--- src/rtl/dac_wave_gen.sv ---
// DDS waveform generator for the 14-bit parallel DAC: saw/square/triangle from a phase
// accumulator, shift attenuation + offset, settings shadowed until phase wrap. Optional sine: DAC_WAVE_SINE_EN.
`timescale 1ns/1ps
module dac_wave_gen #(
  parameter int PHASE_W = 24,
  parameter int CLK_DIV = 4
) (
  input  logic               i_clock,
  input  logic               i_reset,
  input  logic               i_enable,
  input  logic               i_load,
  input  logic [PHASE_W-1:0] i_tuning_word,
  input  logic [1:0]         i_wave_sel,
  input  logic [3:0]         i_amp_shift,
  input  logic [13:0]        i_offset,
  output logic               o_load_ack,
  output logic               o_pending,
  output logic               o_wrap,
  output logic [13:0]        o_dac_data,
  output logic               o_dac_wrt
);
`ifdef DAC_WAVE_SINE_EN
  localparam int LAT = 3;
`else
  localparam int LAT = 2;
`endif
  localparam logic [7:0] DIV_LAST = 8'(CLK_DIV - 1);

  typedef enum logic [1:0] {S_IDLE, S_RUN, S_PEND} state_t;
  typedef struct packed {
    logic [PHASE_W-1:0] tw;
    logic [1:0]         ws;
    logic [3:0]         amp;
    logic [13:0]        off;
  } cfg_t;

  state_t             r_state, w_state_n;
  cfg_t               r_act, r_sh, w_in, w_new;
  logic               w_apply, w_capture, w_use_in, r_ack;
  logic [7:0]         r_div;
  logic [PHASE_W-1:0] r_acc, w_tw_use;
  logic               r_wrap, w_tick;
  logic [LAT:0]       r_vld;
  logic [13:0]        w_p, w_p_src, w_tri, w_raw, r_raw, r_dac;
  logic [3:0]         w_shift;
  logic [14:0]        w_sum;

  assign w_in  = '{tw: i_tuning_word, ws: i_wave_sel, amp: i_amp_shift, off: i_offset};
  assign w_new = w_use_in ? w_in : r_sh;
  // The value being applied this cycle steers the very next tick, so a new step starts cleanly at the wrap.
  assign w_tw_use = w_apply ? w_new.tw : r_act.tw;

  always_comb begin
    w_state_n = r_state;
    w_apply   = 1'b0;
    w_capture = 1'b0;
    w_use_in  = 1'b0;
    case (r_state)
      S_IDLE, S_RUN: begin
        w_state_n = i_enable ? S_RUN : S_IDLE;
        if (i_load) begin
          if (r_state == S_IDLE || !i_enable || r_wrap) begin
            w_apply  = 1'b1;
            w_use_in = 1'b1;
          end else begin
            w_capture = 1'b1;
            w_state_n = S_PEND;
          end
        end
      end
      S_PEND: begin
        if (r_wrap || !i_enable) begin
          w_apply   = 1'b1;
          w_use_in  = i_load;
          w_state_n = i_enable ? S_RUN : S_IDLE;
        end else if (i_load) begin
          w_capture = 1'b1;
        end
      end
      default: w_state_n = S_IDLE;
    endcase
  end

  always_ff @(posedge i_clock or posedge i_reset) begin
    if (i_reset) begin
      r_state <= S_IDLE;
      r_ack   <= 1'b0;
      r_act   <= '0;
      r_sh    <= '0;
    end else begin
      r_state <= w_state_n;
      r_ack   <= w_apply;
      if (w_capture) r_sh  <= w_in;
      if (w_apply)   r_act <= w_new;
    end
  end

  assign w_tick = i_enable && (r_div == DIV_LAST);

  always_ff @(posedge i_clock or posedge i_reset) begin
    if (i_reset) begin
      r_div  <= '0;
      r_acc  <= '0;
      r_wrap <= 1'b0;
    end else if (!i_enable) begin
      r_div  <= '0;
      r_acc  <= '0;
      r_wrap <= 1'b0;
    end else if (w_tick) begin
      r_div           <= '0;
      {r_wrap, r_acc} <= {1'b0, r_acc} + {1'b0, w_tw_use};
    end else begin
      r_div  <= r_div + 8'd1;
      r_wrap <= 1'b0;
    end
  end

  // vld[0] marks an acc update; dropping enable flushes in-flight samples so no late strobe appears.
  always_ff @(posedge i_clock or posedge i_reset) begin
    if (i_reset) r_vld <= '0;
    else         r_vld <= i_enable ? {r_vld[LAT-1:0], w_tick} : '0;
  end

  assign w_p = r_acc[PHASE_W-1 -: 14];

`ifdef DAC_WAVE_SINE_EN
  function automatic logic [12:0] sin_q(input logic [5:0] idx);
    case (idx)
      6'd0:  sin_q = 13'd101;  6'd1:  sin_q = 13'd301;  6'd2:  sin_q = 13'd502;  6'd3:  sin_q = 13'd703;
      6'd4:  sin_q = 13'd903;  6'd5:  sin_q = 13'd1102; 6'd6:  sin_q = 13'd1301; 6'd7:  sin_q = 13'd1499;
      6'd8:  sin_q = 13'd1696; 6'd9:  sin_q = 13'd1893; 6'd10: sin_q = 13'd2088; 6'd11: sin_q = 13'd2281;
      6'd12: sin_q = 13'd2474; 6'd13: sin_q = 13'd2665; 6'd14: sin_q = 13'd2854; 6'd15: sin_q = 13'd3041;
      6'd16: sin_q = 13'd3227; 6'd17: sin_q = 13'd3411; 6'd18: sin_q = 13'd3593; 6'd19: sin_q = 13'd3772;
      6'd20: sin_q = 13'd3950; 6'd21: sin_q = 13'd4124; 6'd22: sin_q = 13'd4297; 6'd23: sin_q = 13'd4467;
      6'd24: sin_q = 13'd4634; 6'd25: sin_q = 13'd4798; 6'd26: sin_q = 13'd4960; 6'd27: sin_q = 13'd5118;
      6'd28: sin_q = 13'd5274; 6'd29: sin_q = 13'd5426; 6'd30: sin_q = 13'd5575; 6'd31: sin_q = 13'd5720;
      6'd32: sin_q = 13'd5863; 6'd33: sin_q = 13'd6001; 6'd34: sin_q = 13'd6136; 6'd35: sin_q = 13'd6268;
      6'd36: sin_q = 13'd6395; 6'd37: sin_q = 13'd6519; 6'd38: sin_q = 13'd6638; 6'd39: sin_q = 13'd6754;
      6'd40: sin_q = 13'd6866; 6'd41: sin_q = 13'd6973; 6'd42: sin_q = 13'd7077; 6'd43: sin_q = 13'd7176;
      6'd44: sin_q = 13'd7271; 6'd45: sin_q = 13'd7361; 6'd46: sin_q = 13'd7447; 6'd47: sin_q = 13'd7528;
      6'd48: sin_q = 13'd7605; 6'd49: sin_q = 13'd7678; 6'd50: sin_q = 13'd7746; 6'd51: sin_q = 13'd7809;
      6'd52: sin_q = 13'd7867; 6'd53: sin_q = 13'd7921; 6'd54: sin_q = 13'd7969; 6'd55: sin_q = 13'd8013;
      6'd56: sin_q = 13'd8053; 6'd57: sin_q = 13'd8087; 6'd58: sin_q = 13'd8117; 6'd59: sin_q = 13'd8141;
      6'd60: sin_q = 13'd8161; 6'd61: sin_q = 13'd8176; 6'd62: sin_q = 13'd8185; default: sin_q = 13'd8190;
    endcase
  endfunction

  logic [13:0] r_p, w_sine;
  logic [5:0]  w_q_idx;
  logic [12:0] w_q;

  // Extra phase register keeps the ROM lookup off the accumulator path; all waves share the latency.
  always_ff @(posedge i_clock or posedge i_reset) begin
    if (i_reset) r_p <= '0;
    else         r_p <= w_p;
  end
  assign w_p_src = r_p;
  assign w_q_idx = w_p_src[12] ? ~w_p_src[11:6] : w_p_src[11:6];
  assign w_q     = sin_q(w_q_idx);
  assign w_sine  = w_p_src[13] ? (14'h2000 - {1'b0, w_q}) : (14'h2000 + {1'b0, w_q});
`else
  assign w_p_src = w_p;
`endif

  assign w_tri = {w_p_src[12:0] ^ {13{w_p_src[13]}}, 1'b0};

  always_comb begin
    w_raw = w_tri;
    case (r_act.ws)
      2'd0:    w_raw = w_p_src;
      2'd1:    w_raw = w_p_src[13] ? 14'h3FFF : 14'h0000;
`ifdef DAC_WAVE_SINE_EN
      2'd3:    w_raw = w_sine;
`endif
      default: w_raw = w_tri;
    endcase
  end

  assign w_shift = (r_act.amp > 4'd13) ? 4'd13 : r_act.amp;
  assign w_sum   = {1'b0, r_raw >> w_shift} + {1'b0, r_act.off};

  always_ff @(posedge i_clock or posedge i_reset) begin
    if (i_reset) begin
      r_raw <= '0;
      r_dac <= '0;
    end else begin
      r_raw <= w_raw;
      if (i_enable && r_vld[LAT-1]) r_dac <= w_sum[14] ? 14'h3FFF : w_sum[13:0];
    end
  end

  assign o_load_ack = r_ack;
  assign o_pending  = (r_state == S_PEND);
  assign o_wrap     = r_wrap;
  assign o_dac_data = r_dac;
  assign o_dac_wrt  = r_vld[LAT];

endmodule

--- config.mk ---
export PLATFORM = sky130hd
export DESIGN_NAME = dac_wave_gen
export DESIGN_NICKNAME = d
export VERILOG_FILES = /design/src/rtl/dac_wave_gen.sv
export SDC_FILE = /design/constraint.sdc
export NUM_CORES = 1
export LEC_CHECK = 0
export CORE_MARGIN = 4
export CORE_UTILIZATION = 35
export CTS_BUF_LIST = sky130_fd_sc_hd__clkbuf_2 sky130_fd_sc_hd__clkbuf_4 sky130_fd_sc_hd__clkbuf_8
export DETAILED_ROUTE_END_ITERATION = 6
export SYNTH_ARGS = -nofsm -noshare
export SYNTH_HDL_FRONTEND = slang
export SYNTH_SLANG_ARGS = --single-unit
--- constraint.sdc ---
create_clock -name i_clock -period 7 [get_ports i_clock]
set_clock_uncertainty 0.05 [all_clocks]
set_input_delay 1.4 -clock i_clock [delete_from_list [all_inputs] [get_ports i_clock]]
set_output_delay 1.4 -clock i_clock [all_outputs]
set_load 0.01 [all_outputs]
After elaboration in Yosys (flattened, before gate mapping)
Index checks and enable logic that the tools add are counted.
- $add $sub $neg: 3
- multipliers: 0
- div/mod/pow operators: 0
- order comparisons: 1
- equality and inequality tests: 6
- shift operators: 1
- multiplexer cells: 29
- bitwise operators: 1
- reduce and logical (&&, ||, !) cells: 9
- operators by type and width (operator ; number):
    24-bit two-way mux ; 3
    44-bit two-way mux ; 1
    14-bit two-way mux ; 2
    14-bit case mux with 2 select lines ; 1
    24-bit by 24-bit adder with 25-bit output ; 1
    8-bit two-way mux ; 2
    14-bit by 14-bit adder with 15-bit output ; 1
    14-bit by 4-bit right shift with 14-bit output ; 1
    13-bit bitwise XOR ; 1
    1-bit two-way mux ; 11
    8-bit by 1-bit adder with 8-bit output (second input constant) ; 1
    8-bit by 2-bit == test with 1-bit output (second input constant) ; 1
    2-bit two-way mux ; 3
    1-bit case mux with 2 select lines ; 3
    2-bit by 1-bit == test with 1-bit output (second input constant) ; 2
    4-bit greater-than comparator (second input constant) ; 1
    2-bit zero test ; 2
    4-bit two-way mux ; 1
    2-bit by 1-bit inequality test with 1-bit output (second input constant) ; 2
    2-bit case mux with 2 select lines ; 1
    1-bit logical OR ; 3
    3-bit two-way mux ; 1
    2-bit == test (second input constant) ; 1
    1-bit logical AND ; 2
    other kinds (2) ; 2
- register bits: 155
- bits in latches: 0
- memory bits (writable): 0
- memory bits (read-only): 0
- bits of input ports: 48
- output and inout bits: 18
- logic and storage cells: 66
- memories: 0

Longest topological paths before layout
Gate-level depths: netlist of the first run.
- depth after elaboration: 11
- mapped depth: 18
- mapped depth without buffers: 16

Least setup slack after synthesis of the first run
No wires, ideal clock.
- path kind: input-to-reg
- start: input port i_enable
- end: register r_acc[18]
- setup time: 0.122 ns
- data arrival time: 4.504 ns
- path slack: 2.324 ns
- stages: 18
- cell sequence: inv_1 nor2_1 a21oi_1 o21a_1 clkbuf_1 clkbuf_1 a221oi_1 nor2_1 ha_1 inv_1 fa_1 nand2b_1 a21oi_1 o211ai_1 a211oi_1 o211ai_1 a21o_1 a32o_1
- cells in the longest elaborated chain, start to end: 11
- elaborated cells between the ends (all ways): 17
- ends and longest elaborated chain (item ; line ; source):
    start: declaration ; 10 ; input logic i_enable,
    1-bit zero test ; -- ;
    1-bit logical OR (2 in a row) ; 62 ; if (r_state == S_IDLE || !i_enable || r_wrap) begin
    1-bit two-way mux ; 62 ;
    1-bit two-way mux ; 61 ; if (i_load) begin
    1-bit case mux with 2 select lines ; 58 ; case (r_state)
    44-bit two-way mux ; 49 ; assign w_new = w_use_in ? w_in : r_sh;
    24-bit two-way mux ; 51 ; assign w_tw_use = w_apply ? w_new.tw : r_act.tw;
    24-bit by 24-bit adder with 25-bit output ; 111 ; {r_wrap, r_acc} <= {1'b0, r_acc} + {1'b0, w_tw_use};
    24-bit two-way mux ; 109 ; end else if (w_tick) begin
    24-bit two-way mux ; 105 ; end else if (!i_enable) begin
    end signal: assignment ; 111 ;
    end: declaration ; 41 ; logic [PHASE_W-1:0] r_acc, w_tw_use;
Several ways; a longest one is shown, not always the timed one. The select of a mux whose other input is x is not followed.
A chain may end at the register's enable or synchronous reset.

Worst setup path after layout of the first run
Same ends and word-level chain as after synthesis.

==> impl_summary.log, run 1 <==
INFO  metric r2r-start = r_act[17]$_DFFE_PP0N_
INFO  metric required = 7.31 ns
INFO  metric timing.hold.worst_endpoint = r_vld[1]$_DFF_PP0_
INFO  metric timing.critical_path.to_type = flop
INFO  metric placed_cells = 1255
INFO  metric max-vdd-ir-drop = 0.120 mV
INFO  metric drc = 0
INFO  metric sequentialPowerShare = 0.415
INFO  metric wire_per_inst = 15.6 um
INFO  metric most_common_cell_in_the_netlist = sky130_fd_sc_hd__dfrtp_1
INFO  metric postSynthCellCount = 902
INFO  metric avgSynthCellArea = 9.59 um^2
INFO  metric viasPerCell = 5.14
INFO  metric final_min_period_over_clock_period = 0.766
INFO  metric die_y = 165 um
INFO  metric vias_post_dr = 6609
INFO  metric ctsLongestPathBuffers = 2
INFO  metric start_util = 0.356
INFO  metric crit_path_start_kind = input pin
INFO  metric final_net_count = 1043
INFO  metric maxCapViolCount = 0
INFO  metric power_report.internal_total = 0.00191 W
INFO  metric critical_path_peak_fanout = 25
INFO  metric synth_top_area_share = 0.448
INFO  metric aggregate_global_routing_overflow = 0
INFO  metric pwr_density_cell = 300 mW/mm^2
INFO  metric core.rowCount = 57
INFO  metric holdCritPathClass = reg -> reg
INFO  metric power.clock.fraction = 0.231
INFO  metric pwr-share-comb = 0.353
INFO  metric synthTopCellsByCount = sky130_fd_sc_hd__dfrtp_1 (155), sky130_fd_sc_hd__nor2_1 (107), sky130_fd_sc_hd__nand2_1 (96), sky130_fd_sc_hd__o21ai_0 (73), sky130_fd_sc_hd__a21oi_1 (50)
INFO  metric clock_tree.htree_level_count = 4
INFO  metric met1Wirelength = 9540 um
INFO  metric ys_top_cells_by_area = sky130_fd_sc_hd__dfrtp_1 (45%), sky130_fd_sc_hd__ha_1 (6.2%), sky130_fd_sc_hd__mux2_2 (5.7%), sky130_fd_sc_hd__nor2_1 (4.6%), sky130_fd_sc_hd__o21ai_0 (4.2%)
INFO  metric final_cell_count_no_fill = 1287
INFO  metric clock_tree_from_tritoncts = done
INFO  metric pin_count_of_the_biggest_net_entering_global_routing = 100
INFO  metric route.met3.wl = 655 um
INFO  metric numPortBuffers = 65
INFO  metric area_growth_syn_to_layout = 15.8%
INFO  metric route.top_layer_used = met4
INFO  metric design.die.area = 0.0273 mm^2
INFO  metric totalWireLength = 20100 um
INFO  metric r2r_slack = 2.31 ns
INFO  metric syn_area = 0.00865 mm^2
INFO  metric critical_path.cell_chain = clkdlybuf4s50_1 -> buf_4 -> inv_1 -> nor2_1 -> a21oi_1 -> o21a_1 -> buf_4 -> a221oi_1 -> nor2_1 -> ha_1 -> inv_1 -> fa_1 -> nand2b_1 -> a21oi_1 -> o211ai_1 -> a211oi_1 -> o211ai_1 -> a21o_1 -> a32o_1
INFO  metric antenna_violating_nets_post_route = 0
INFO  metric status = finished, final reports clean
INFO  metric critical_path_buf_inv_count = 5
INFO  metric hold_path.startpoint = r_vld[0]$_DFF_PP0_
INFO  metric final.min_clock_period = 5.36 ns
INFO  metric core_area = 0.0243 mm^2
INFO  metric first_iter_violations = 301
INFO  metric sequential_element_share_of_the_synthesized_area = 0.448
INFO  metric critPathKind = in -> reg
INFO  metric max_freq = 186 MHz
INFO  metric routabilityCongestion = 0.879
INFO  metric insertedDiodeCount = 0
INFO  metric initial_antenna_violation_count = 0
INFO  metric multi_input_area = 0.00453 mm^2
INFO  metric max_slew.worst_pin.slew = 0.927 ns
INFO  metric top_level_ports = 66
INFO  metric dr.pass1.iters = 5
INFO  metric insertion_delay = 0.47 ns
INFO  metric cts.sink_count = 155
INFO  metric die_width = 165 um
INFO  metric track_usage = 0.153
INFO  metric synth_async_sr_flop_share = 1.00
INFO  metric setup_viol = 0
INFO  metric synthDistinctLibCells = 54
INFO  metric leakagePower = 4.49 nW
INFO  metric switching_power = 0.00110 W
INFO  metric worst_ep_arrival_time = 5.67 ns
INFO  metric critical_path.top_delay_family = compound AO/OA/AOI/OAI gates
INFO  metric post-cts-setup-buffers = 0
INFO  metric slowest_delay = 0.41 ns
INFO  metric crit_path_top_delay_cell = sky130_fd_sc_hd__inv_1
INFO  metric max_slew_margin = 0.382
INFO  metric placed_wire_length_estimate_after_detailed_placement = 14300 um
INFO  metric final.fill_count = 2365
INFO  metric grt_first_pass_wirelength = 33400 um
INFO  metric post_cts_hold_buffers = 0
INFO  metric rsz_0062_raised_after_global_routing = no
INFO  metric number_of_synthesized_flops_with_an_enable_pin = 0
INFO  metric path_clk_slew = 0.09 ns
INFO  metric ys_seq_elements = 155
INFO  metric power.switching_fraction = 0.365
INFO  metric met2WireLength = 9630 um
INFO  metric synth_top_flop_cell = sky130_fd_sc_hd__dfrtp_1
INFO  metric finalMaxSlewViolations = 0
INFO  metric synth-warning-count = 0
INFO  metric synth_area_leader_cell = sky130_fd_sc_hd__dfrtp_1
INFO  metric worst_r2r_path_depth = 14
INFO  metric synthesis.nets = 995
INFO  metric final.hold.worst_slack = 0.417 ns
INFO  metric first_global_vias = 6571
INFO  metric cts_inserted_buffers = 17
INFO  metric report.final.hold_viol_count = 0
INFO  metric timing.rr.end = o_dac_data[9]$_DFFE_PP0P_
INFO  metric seq_area = 0.00388 mm^2
INFO  metric postCtsResizedCells = 0
INFO  metric worstHoldPathCells = 1
INFO  metric clock_tree.root_cell = sky130_fd_sc_hd__clkbuf_8
INFO  metric post_route_cells_drive_above_1_share = 0.101
INFO  metric timing.setup.tns = 0 ns
cells by family (layout without fill, tap and decap cells):
family / Yosys count / after routing / share of synthesized area
buf+inv: 67 / 128 / 0.0295
xor+xnor: 44 / 44 / 0.0445
simple gates: 271 / 271 / 0.137
compound gates: 244 / 244 / 0.177
fa+ha+maj: 45 / 45 / 0.0668
mux: 76 / 76 / 0.0972
flops: 155 / 155 / 0.448
power groups by stage:
| stage | Clock, W | Sequential [W] | Combinational, W |
|---|---|---|---|
| 2_1_floorplan | 0 | 0.00122 | 0.000809 |
| 4_1_cts | 0.000717 | 0.00125 | 0.00107 |
| 3_3_place_gp | 0 | 0.00126 | 0.00105 |
| 5_1_grt | 0.000753 | 0.00128 | 0.00119 |
| 6_report | 0.000695 | 0.00125 | 0.00106 |
| 3_5_place_dp | 0 | 0.00127 | 0.00106 |
cell type report:
class	instances	share of cell area
Multi-Input combinational cell	680	0.452
Sequential cell	155	0.387
Timing Repair Buffer	75	0.0724
Tap cell	324	0.0405
Clock buffer	18	0.0247
Clock inverter	14	0.0150
Inverter	21	0.00837
state kept, by name (all words and copies together), names as in the netlist:
register / cells
o_dac_data: 14
o_load_ack: 1
o_wrap: 1
r_acc: 24
r_act: 44
r_div: 8
r_raw: 14
r_sh: 44
r_state: 2
r_vld: 3
cells in the final DEF (no fill, tap or decap), types with 25 or more instances in the layout:
cell type | Yosys | final
sky130_fd_sc_hd__dfrtp_1 | 155 | 155
sky130_fd_sc_hd__nor2_1 | 107 | 107
sky130_fd_sc_hd__nand2_1 | 96 | 96
sky130_fd_sc_hd__o21ai_0 | 73 | 73
sky130_fd_sc_hd__clkdlybuf4s50_1 | 0 | 65
sky130_fd_sc_hd__a21oi_1 | 50 | 50
sky130_fd_sc_hd__mux2_2 | 44 | 44
sky130_fd_sc_hd__ha_1 | 43 | 43
sky130_fd_sc_hd__mux2i_1 | 30 | 30
sky130_fd_sc_hd__xor2_1 | 28 | 28
sky130_fd_sc_hd__o22ai_1 | 25 | 25
worst register-to-register path: stages (launching register included):
cell	delay [ns]
sky130_fd_sc_hd__dfrtp_1	0.64
sky130_fd_sc_hd__a31oi_1	0.27
sky130_fd_sc_hd__buf_4	0.25
sky130_fd_sc_hd__mux4_2	0.52
sky130_fd_sc_hd__nor2b_1	0.14
sky130_fd_sc_hd__a211oi_1	0.26
sky130_fd_sc_hd__a21oi_1	0.16
sky130_fd_sc_hd__fa_1	0.52
sky130_fd_sc_hd__a211oi_1	0.25
sky130_fd_sc_hd__o21bai_1	0.12
sky130_fd_sc_hd__a21oi_1	0.29
sky130_fd_sc_hd__o21ai_1	0.19
sky130_fd_sc_hd__nand3_1	0.12
sky130_fd_sc_hd__nand3_1	0.35
sky130_fd_sc_hd__o32a_1	0.47
metrics by stage:
step	worst slack (ns)	power [W]	area [um^2]	util
2_1_floorplan	1.37	0.00202	8650	-
3_3_place_gp	1.23	0.00231	9620	0.396
3_5_place_dp	1.15	0.00233	9620	0.396
4_1_cts	1.64	0.00304	10000	0.412
5_1_grt	1.11	0.00323	10000	0.412
6_report	1.64	0.00300	10000	0.412
worst max-delay path by stage:
stage	startpoint	end	depth (start not counted)
floorplan	i_reset	o_dac_data[0]$_DFFE_PP0P_	1
global placement	i_enable	r_acc[18]$_DFFE_PP0P_	19
detailed placement	i_enable	r_acc[18]$_DFFE_PP0P_	19
CTS	i_enable	r_acc[18]$_DFFE_PP0P_	19
global route	i_enable	r_acc[22]$_DFFE_PP0P_	16
finish	i_enable	r_acc[18]$_DFFE_PP0P_	19
metal layers:
layer / track usage / vias to the layer above
li1: - / 3346
met1: 0.205 / 3152
met2: 0.258 / 94
met3: 0.0305 / 17
met4: 0.0359 / 0
met5: 0 / -
Note: power is estimated with default switching activity, not from simulation.
==> run 2, diff against run 1 <==
Clock period 7 ns to 4.95 ns, I/O delays scaled along.
==> run 2 against run 1 <==
  * Setup slack lost 1.1 ns
  * Flip-flop and latch count stayed put
  * Non-clock buffer count up 17
  * Sequential share of layout area down 0.63 points
  * Largest power group unchanged
  * Highest routed layer unchanged
==> impl_summary.log, run 2 (synthesis gave the netlist of run 1 again) <==
INFO  metric final.min_clock_period = 4.37 ns
INFO  metric max-vdd-ir-drop = 0.214 mV (was 0.120 mV)
INFO  metric routabilityCongestion = 0.902 (was 0.879)
INFO  metric registers_with_the_highest_flip_flop_counts = r_act (44), r_sh (44), r_acc (24) (unchanged)
INFO  metric final_net_count = 1060 (was 1043)
INFO  metric setup_viol = 0 (unchanged)
INFO  metric max_slew_margin = 0.491 (was 0.382)
INFO  metric top_level_ports = 66 (unchanged)
INFO  metric start_util = 0.356 (unchanged)
INFO  metric core_area = 0.0243 mm^2 (unchanged)
INFO  metric power.clock.fraction = 0.237 (was 0.231)
INFO  metric dr.pass1.iters = 5 (unchanged)
INFO  metric critical_path_peak_fanout = 19 (was 25)
INFO  metric totalWireLength = 20100 um (about the same)
INFO  metric grt_first_pass_wirelength = 33200 um (was 33400 um)
INFO  metric switching_power = 0.00155 W (was 0.00110 W)
INFO  metric drc = 0 (unchanged)
INFO  metric cts_inserted_buffers = 17 (unchanged)
INFO  metric pwr_density_cell = 424 mW/mm^2 (was 300 mW/mm^2)
INFO  metric antenna_violating_nets_post_route = 0 (unchanged)
INFO  metric holdCritPathClass = reg -> reg (unchanged)
INFO  metric worst_setup_slack_after_placement = 0.159 ns (was 1.15 ns)
INFO  metric post_route_cells_drive_above_1_share = 0.116 (was 0.101)
INFO  metric pwr-share-comb = 0.359 (was 0.353)
INFO  metric maxCapViolCount = 0 (unchanged)
INFO  metric insertion_delay = 0.46 ns (was 0.47 ns)
INFO  metric clock_tree_from_tritoncts = done (unchanged)
INFO  metric hold_path.startpoint = r_vld[0]$_DFF_PP0_ (unchanged)
INFO  metric die_y = 165 um (unchanged)
INFO  metric max_slew.worst_pin.slew = 0.764 ns (was 0.927 ns)
INFO  metric sequentialPowerShare = 0.403 (was 0.415)
INFO  metric path_clk_slew = 0.09 ns (about the same)
INFO  metric power.switching_fraction = 0.358 (was 0.365)
INFO  metric clock_tree.htree_level_count = 4 (unchanged)
INFO  metric timing.hold.worst_endpoint = r_vld[1]$_DFF_PP0_ (unchanged)
INFO  metric post-cts-setup-buffers = 0 (unchanged)
INFO  metric aggregate_global_routing_overflow = 0 (unchanged)
INFO  metric timing.rr.end = o_dac_data[7]$_DFFE_PP0P_ (was o_dac_data[9]$_DFFE_PP0P_)
INFO  metric fin_ws = 0.582 ns (was 1.64 ns)
INFO  metric numPortBuffers = 65 (unchanged)
INFO  metric wire_per_inst = 15.4 um (was 15.6 um)
INFO  metric timing.setup.tns = 0 ns (unchanged)
INFO  metric crit_path_start_kind = input pin (unchanged)
INFO  metric placed_wire_length_estimate_after_detailed_placement = 14500 um (was 14300 um)
INFO  metric postCtsResizedCells = 0 (unchanged)
INFO  metric r2r_slack = 0.77 ns (was 2.31 ns)
INFO  metric clock_tree.root_cell = sky130_fd_sc_hd__clkbuf_8 (unchanged)
INFO  metric cts.sink_count = 155 (unchanged)
INFO  metric mostFrequentLayoutCell = sky130_fd_sc_hd__dfrtp_1 (unchanged)
INFO  metric die_width = 165 um (unchanged)
INFO  metric worstSetupStartpoint = i_load (was i_enable)
INFO  metric core.rowCount = 57 (unchanged)
INFO  metric placedInstanceArea = 0.00977 mm^2 (was 0.00962 mm^2)
INFO  metric timing.critical_path.to_type = flop (unchanged)
INFO  metric pin_count_of_the_biggest_net_entering_global_routing = 108 (was 100)
INFO  metric final_min_period_over_clock_period = 0.882
INFO  metric insertedDiodeCount = 0 (unchanged)
INFO  metric power_report.internal_total = 0.00277 W (was 0.00191 W)
INFO  metric area_growth_syn_to_layout = 17.7% (was 15.8%)
INFO  metric first_global_vias = 6513 (was 6571)
INFO  metric max_freq = 229 MHz
INFO  metric design.die.area = 0.0273 mm^2 (unchanged)
INFO  metric report.final.hold_viol_count = 0 (unchanged)
INFO  metric r2r-start = r_act[15]$_DFFE_PP0N_ (was r_act[17]$_DFFE_PP0N_)
INFO  metric first_iter_violations = 420 (was 301)
INFO  metric vias_post_dr = 6689 (was 6609)
INFO  metric finalMaxSlewViolations = 0 (unchanged)
INFO  metric viasPerCell = 5.13 (was 5.14)
INFO  metric worst_r2r_path_depth = 15 (was 14)
INFO  metric layout.cells.most_common_list = sky130_fd_sc_hd__dfrtp_1 (155), sky130_fd_sc_hd__nor2_1 (107), sky130_fd_sc_hd__nand2_1 (96), sky130_fd_sc_hd__o21ai_0 (73), sky130_fd_sc_hd__clkdlybuf4s50_1 (65) (unchanged)
INFO  metric leakagePower = 4.59 nW (was 4.49 nW)
INFO  metric post_cts_hold_buffers = 0 (unchanged)
INFO  metric status = finished, final reports clean (unchanged)
INFO  metric worstHoldPathCells = 1 (unchanged)
INFO  metric critPathKind = in -> reg (unchanged)
INFO  metric ctsLongestPathBuffers = 2 (unchanged)
INFO  metric initial_antenna_violation_count = 0 (unchanged)
INFO  metric worst_ep_arrival_time = 4.67 ns (was 5.67 ns)
INFO  metric rsz_0062_raised_after_global_routing = no (unchanged)
INFO  metric track_usage = 0.152 (was 0.153)
INFO  metric postLayoutCellArea = 0.0102 mm^2 (was 0.0100 mm^2)
INFO  metric required = 5.25 ns (was 7.31 ns)
## run 2: cell count changes in the layout (fill, tap and decap cells not counted)
cell | previous run | this run
sky130_fd_sc_hd__clkbuf_4 | 0 | 1
sky130_fd_sc_hd__clkinv_2 | 0 | 1
sky130_fd_sc_hd__buf_4 | 10 | 25
sky130_fd_sc_hd__clkinvlp_4 | 3 | 2
sky130_fd_sc_hd__bufinv_16 | 1 | 2
sky130_fd_sc_hd__buf_12 | 0 | 2
sky130_fd_sc_hd__inv_8 | 4 | 2
## run 2: how the worst max path moves through the flow
stage,endpoint,slack (ns),depth (start not counted)
floorplan,r_acc[18]$_DFFE_PP0P_,0.68,18
global placement,r_acc[20]$_DFFE_PP0P_,0.28,15
detailed placement,r_acc[22]$_DFFE_PP0P_,0.16,14
CTS,r_acc[22]$_DFFE_PP0P_,0.61,14
global route,r_acc[22]$_DFFE_PP0P_,0.30,14
finish,r_acc[22]$_DFFE_PP0P_,0.58,14
## run 2: cell type report
type | count | area (um^2)
clock inverters | 13 | 156
fillers | 2343 | 14100
flip-flops and latches | 155 | 3880
multi-input cells | 680 | 4530
clock buffers | 19 | 255
inverters | 21 | 82.6
repair buffers | 92 | 878
well taps | 324 | 405
## run 2: stage by stage
| stage | util | power (W) | hold slack, ns | std cells |
|---|---|---|---|---|
| 4_1_cts | 0.419 | 0.00436 | 0.410 | 1304 |
| 5_1_grt | 0.419 | 0.00463 | 0.406 | 1304 |
| 6_report | 0.419 | 0.00432 | 0.409 | 1304 |
| 3_5_place_dp | 0.402 | 0.00333 | 0.395 | 1272 |
| 2_1_floorplan | - | 0.00286 | 0.384 | 902 |
| 3_3_place_gp | 0.402 | 0.00330 | 0.389 | 1272 |
## run 2: worst max-delay path, cell delays in order
cell                              delay, ns
sky130_fd_sc_hd__clkdlybuf4s50_1       0.60
sky130_fd_sc_hd__nor2b_1               0.25
sky130_fd_sc_hd__a21oi_1               0.06
sky130_fd_sc_hd__o21a_2                0.24
sky130_fd_sc_hd__buf_4                 0.21
sky130_fd_sc_hd__a221oi_1              0.29
sky130_fd_sc_hd__nor2_1                0.08
sky130_fd_sc_hd__ha_1                  0.31
sky130_fd_sc_hd__a21oi_1               0.19
sky130_fd_sc_hd__o21ai_1               0.14
sky130_fd_sc_hd__a2111o_1              0.43
sky130_fd_sc_hd__a221oi_1              0.35
sky130_fd_sc_hd__nand3_1               0.20
sky130_fd_sc_hd__o311ai_1              0.31
## run 2: per-layer routing
| metal | vias up | wire length [um] | share of wire | track usage |
|---|---|---|---|---|
| met5 | - | 0 | 0 | 0 |
| met4 | 0 | 296 | 0.015 | 0.0420 |
| met3 | 19 | 551 | 0.027 | 0.0256 |
| met2 | 96 | 9730 | 0.48 | 0.258 |
| met1 | 3202 | 9490 | 0.47 | 0.199 |
| li1 | 3372 | - | - | - |
## run 2: power groups by stage
stage | logic [W] | registers, W | clock network (W)
3_5_place_dp | 0.00156 | 0.00177 | 0
3_3_place_gp | 0.00153 | 0.00176 | 0
6_report | 0.00155 | 0.00174 | 0.00102
2_1_floorplan | 0.00114 | 0.00172 | 0
4_1_cts | 0.00157 | 0.00174 | 0.00105
5_1_grt | 0.00175 | 0.00178 | 0.00110
